### config.mk
export PLATFORM = sky130hd
export DESIGN_NAME = regfile_2r1w
export DESIGN_NICKNAME = d
export VERILOG_FILES = /design/src/rtl/regfile_2r1w.sv
export SDC_FILE = /design/constraint.sdc
export NUM_CORES = 2
export LEC_CHECK = 0
export CAP_MARGIN = 25
export CORE_ASPECT_RATIO = 1.75
export CORE_UTILIZATION = 50
export CTS_CLUSTER_SIZE = 12
export DETAILED_ROUTE_END_ITERATION = 16
export PLACE_DENSITY = 0.78
export SLEW_MARGIN = 0
export SYNTH_ARGS = -nofsm -noshare
export SYNTH_HDL_FRONTEND = slang
export SYNTH_SLANG_ARGS = --single-unit
### constraint.sdc
create_clock -name clk -period 33.8 [get_ports clk]
set_clock_uncertainty 0.05 [all_clocks]
set_input_delay 5.07 -clock clk [delete_from_list [all_inputs] [get_ports clk]]
set_output_delay 5.07 -clock clk [all_outputs]
set_load 0.05 [all_outputs]
### src/rtl/regfile_2r1w.sv
// DEPTH x WIDTH register file: one synchronous byte-enabled write port, two combinational read ports.
// Optional same-cycle write-to-read bypass and hardwired-zero entry 0; async active-high reset clears all entries.
module regfile_2r1w #(
    parameter  int WIDTH    = 32,
    parameter  int DEPTH    = 32,
    parameter  int ZERO_REG = 1,
    parameter  int BYPASS   = 1,
    localparam int AW       = $clog2(DEPTH)
) (
    input  logic               clk,
    input  logic               reset,
    input  logic               wr_en,
    input  logic [AW-1:0]      wr_addr,
    input  logic [WIDTH-1:0]   wr_data,
    input  logic [WIDTH/8-1:0] wr_be,
    input  logic [AW-1:0]      rd_addr_a,
    output logic [WIDTH-1:0]   rd_data_a,
    input  logic [AW-1:0]      rd_addr_b,
    output logic [WIDTH-1:0]   rd_data_b
);

    localparam int NB = WIDTH / 8;

    logic [WIDTH-1:0] mem_q [DEPTH];
    logic [WIDTH-1:0] mem_d [DEPTH];
    logic [WIDTH-1:0] wr_mask;
    logic             wr_ok;

    // Out-of-range addresses and the hardwired zero entry are neither stored nor readable.
    function automatic logic addr_ok(input logic [AW-1:0] addr);
        return (32'(addr) < 32'(DEPTH)) && !(ZERO_REG != 0 && addr == '0);
    endfunction

    assign wr_ok = wr_en && !reset && addr_ok(wr_addr);

    always_comb begin
        wr_mask = '0;
        for (int b = 0; b < NB; b++) begin
            wr_mask[8*b +: 8] = {8{wr_be[b]}};
        end
    end

    always_comb begin
        for (int e = 0; e < DEPTH; e++) begin
            for (int b = 0; b < NB; b++) begin
                mem_d[e][8*b +: 8] = (wr_ok && wr_addr == AW'(e) && wr_be[b]) ?
                                     wr_data[8*b +: 8] : mem_q[e][8*b +: 8];
            end
        end
    end

    always_ff @(posedge clk or posedge reset) begin
        if (reset) begin
            mem_q <= '{default: '0};
        end else begin
            mem_q <= mem_d;
        end
    end

    // Bypassed lanes come from wr_data; the rest from storage. Reset forces zero even over bypass.
    function automatic logic [WIDTH-1:0] read_word(input logic [AW-1:0] addr);
        logic [WIDTH-1:0] word;
        word = '0;
        if (!reset && addr_ok(addr)) begin
            word = mem_q[addr];
            if (BYPASS != 0 && wr_ok && addr == wr_addr) begin
                word = (word & ~wr_mask) | (wr_data & wr_mask);
            end
        end
        return word;
    endfunction

    always_comb begin
        rd_data_a = read_word(rd_addr_a);
        rd_data_b = read_word(rd_addr_b);
    end

endmodule
# Word level (Yosys, flattened, before mapping)
# Cells that the tools add are included.
# classes
n_lt_le_gt_ge	2
n_eq_ne	33
mux	10
bitwise	8
n_reduce_logical	173
# ops
op	n
$bmux W32 S5	2
$mux W32	8
$logic_and A1 B1 Y1	166
$and A32 B32 Y32	3
$eq A5 B5 Y1 const B	16
$or A32 B32 Y32	2
$eq A5 B4 Y1 const B	8
$not A32 Y32	1
$eq A5 B3 Y1 const B	4
$logic_not A5 Y1	3
$ge A6 B6 Y1 const B	2
$not A5 Y6	2
$eq A5 B2 Y1 const B	2
$eq A5 B5 Y1	2
$eq A5 B1 Y1 const B	1
$logic_not A1 Y1	4
# totals
register_bits	1024
inputBits	54
output_inout_bits	64
word_cells	354

# Longest topological paths before layout
# depth
depth_word	8
mapped_depth	11
depth_no_buf	5

# Worst setup path before layout
# OpenSTA, ideal clock, no wires.
# synth_path
path_kind	input-to-output
startpoint	input port reset
endpoint	output port rd_data_a[0]
t_arrival_ns	29.608
path_slack_ns	-0.928
path_stages	5
path_buffers	0
cell_sequence	inv_1 -> nand2_1 -> a41oi_1 -> o21ai_0 -> o211ai_1
# synth_via
elab_chain_len	6
# synth_lines
item	line_no	text
start, declared	11	input logic reset,
$logic_not A1 Y1 *	34, 64	
$logic_and A1 B1 Y1 (2 in a row)	34	assign wr_ok = wr_en && !reset && addr_ok(wr_addr);
$logic_and A1 B1 Y1	66	if (BYPASS != 0 && wr_ok && addr == wr_addr) begin
$mux W32	66	
$mux W32 *	64	if (!reset && addr_ok(addr)) begin
end, declared	17	output logic [WIDTH-1:0] rd_data_a,
# Every way passes the cells marked *; elsewhere a longest branch is shown, timed or not.

# Worst setup path after layout
# layout_path
startpoint	input port rd_addr_b[1]
endpoint	output port rd_data_b[4]
# layout_via
elab_chain_len	8
# layout_lines
item	line_no	text
start, declared	18	input logic [AW-1:0] rd_addr_b,
$not A5 Y6 (not written as such)	65	word = mem_q[addr];
$bmux W32 S5	65	
$mux W32 (not written as such) (2 in a row)	65	
$and A32 B32 Y32	67	word = (word & ~wr_mask) | (wr_data & wr_mask);
$or A32 B32 Y32	67	
$mux W32	66	
$mux W32 *	64	
end, declared	19	output logic [WIDTH-1:0] rd_data_b
# Every way passes the cells marked *; elsewhere a longest branch is shown, timed or not. The select of a mux whose other input is x is not followed.

==> metrics.yaml <==
worstMarginPinSlew_ns: 1.22
rows: 161
post_cts_resized: 0
grt_max_degree: 198
io_buffers: 117
grt.total_usage_pct: 30.3
wl_um: 166000
gp_congestion: 0.934
drive_gt1_share_pct: 45.4
clock_path_buffers: 3
ant_nets: 0
hold_viol_final: 0
ir_worst_vdd_v: 0.0000403
p_comb_share_pct: 15.1
final_area_mm2: 0.0605
maxCapViolCount: 0
pwr-share-seq_pct: 48.6
drv_slew: 0
path_cells: "buf_8 -> buf_4 -> buf_4 -> buf_4 -> mux4_2 -> mux4_2 -> nor2b_1 -> a21oi_1 -> a21oi_1 -> clkdlybuf4s50_1"
place_hpwl_um: 108000
placed_cell_area_mm2: 0.0576
cts_sinks: 1024
switching_share_pct: 26.4
slowest_delay_ns: 0.94
n_fill_cell: 8849
tritoncts: "yes"
worst-path-max-fanout: 72
syn_inst: 3792
insertion_delay_ns: 0.70
via_per_inst: 6.83
ys_top_cells_by_count: "dfrtp_1, mux2_2, mux4_2"
first_pass_iters: 8
final_util_pct: 55.0
largest_register_ffs: 1024
wl_per_cell_um: 31.6
hp-start: "mem_q[1023]"
syn-mean-instance-area_um2: 14.6
startpoint: "rd_addr_b[1]"
yosys.area.top_type: "dfrtp_1"
post-route-drc-count: 0
slew_headroom_pct: 18.3
cts_hold_buffers: 0
rr_startpoint: "mem_q[340]"
yosysMostFrequentCell: "dfrtp_1"
pwr_density_cell_mw_per_mm2: 47.4
synth.top_cell.area_share_pct: 46.3
syn-num-nets: 3846
cpMaxStageDelayCell: "clkdlybuf4s50_1"
cp.required_ns: 28.68
drt_iter0_drc: 3633
core_area_mm2: 0.110
worstHoldPathType: "reg2reg"
syn_to_final_growth_pct: 9.25
crit_type: "in2out"
grt_setup_unrepaired: "no"
timing.fmax_mhz: 64.8
dp_cells: 5112
ios: 118
rr_worst_depth: 1
start_util_pct: 50.4
switching_power_uw: 759
htreeDepth: 3
grt_overflow: 0
p_clk_share_pct: 36.3
grt_pass1_vias: 37927
synth_seq_cells: 1024
synth_area_leaders: "dfrtp_1, mux4_2, mux2_2"
dieArea_mm2: 0.112
ys_types: 46
synth-edff-count: 0
die_y_um: 442
arrival_ns: 10.30
layoutNonFillerInstCount: 5262
outcome: "complete, no violations"
antenna_found_initial: 5
intPower_uw: 2110
seq_area_frac_synth_pct: 46.3
crit_path_start_kind: "input port"
leakage_uw: 0.0272
synth-async-reset-ratio_pct: 100
regMostFlops: "mem_q"
cts_setup_buffers: 0
cts.reportedPaths.clkPinSlew_ns: 0.06
yosys_warnings: 0
endpoint_kind: "output pin"
setup_violations: 0
path_common_cell: "buf_4"
period_share_pct: 45.6
grt_pass1_wl_um: 248000
clockRootBuffer: "clkbuf_16"
die_x_um: 254
layout.nets: 3806
setup_tns_ns: 0
synth_top_flop_cell: "dfrtp_1"
num_vias: 35927
timing.final.crit_period_ns: 15.42
worstHoldPathCells: 0
cts_buffers: 100
syn-cell-area_mm2: 0.0554
reg.largest.list: "mem_q x1024"
-- worst max-delay path: cells and delay by family --
family                 cells  cell delay (ns)
and+or+nand+nor            1             0.22
muxes                      2             0.63
buffers and inverters      5             3.73
AOI/OAI and AO/OA          2             0.53
-- routing by layer --
layer / track usage, % / part of all wire [%]
met1: 35.1 / 34
met2: 49.1 / 49
met3: 6.41 / 8.3
met4: 22.8 / 8.6
met5: 0 / 0.027
-- power by group through the flow --
stage	combinational, uW	clock [uW]	sequential, uW
after CTS	431	1050	1390
final	434	1040	1390
after floorplan	322	0	1390
after detailed placement	430	0	1410
after global placement	420	0	1400
after global routing	457	1100	1410
-- cells by family (layout without fill, tap and decap cells) --
| logic type | count (synthesis) | in the layout | synth area share, % |
|---|---|---|---|
| multiplexers | 1609 | 1609 | 42.8 |
| XOR/XNOR | 10 | 10 | 0.158 |
| buffers and inverters | 369 | 369 | 3.02 |
| AO/OA/AOI/OAI | 355 | 355 | 4.18 |
| AND/OR/NAND/NOR | 425 | 425 | 3.54 |
| other | 0 | 3 | 0 |
| flip-flops | 1024 | 1024 | 46.3 |
-- path summary, 6_finish.rpt --
| kind | endpoint | slack, ns |
|---|---|---|
| worst max-delay path | rd_data_b[4] | 18.38 |
| worst min-delay path | mem_q[1023] | 0.34 |
| worst max register to register | mem_q[340] | 32.90 |
| worst min register to register | mem_q[1023] | 0.34 |
| max in group asynchronous | mem_q[725] | 25.68 |
| min in group asynchronous | mem_q[573] | 5.05 |
-- stage by stage --
step / worst slack, ns / hold slack, ns / power (uW)
floorplan: 6.57 / 0.391 / 1720
global placement: 18.55 / 0.326 / 1820
detailed placement: 18.52 / 0.334 / 1840
CTS: 18.53 / 0.347 / 2880
global route: 18.33 / 0.358 / 2960
finish: 18.38 / 0.344 / 2870
-- layout by cell type (no fill, tap or decap), types with 6 or more instances in the layout --
master           count
xor2_1              10
buf_8                6
o211ai_1            24
clkbuf_16          101
buf_12               8
clkdlybuf4s50_1    109
o221ai_1            32
inv_1               25
mux4_2             504
a21oi_1            120
a211oi_1            25
o21ai_0             50
a221o_1             16
clkbuf_8             9
nor2b_1             61
nor2_1              66
clkbuf_1            21
dfrtp_1           1024
mux2i_1             49
o21ai_1              7
buf_4               74
clkinv_2             7
mux2_2             986
nand2b_1            38
nand2_1            230
mux2_1              70
a22oi_1             67
-- cell type report --
cell class              instances  area, um2  share of cell area [%]
clock buffers                 131       2730                    4.51
well taps                    1467       1840                    3.03
repair buffers                201       1950                    3.23
flip-flops and latches       1024      25600                    42.3
multi-input cells            2399      28200                    46.5
clock inverters                11        113                   0.186
diodes                          3       7.51                  0.0124
inverters                      26        101                   0.167
Power figures use the tool's default switching activity.
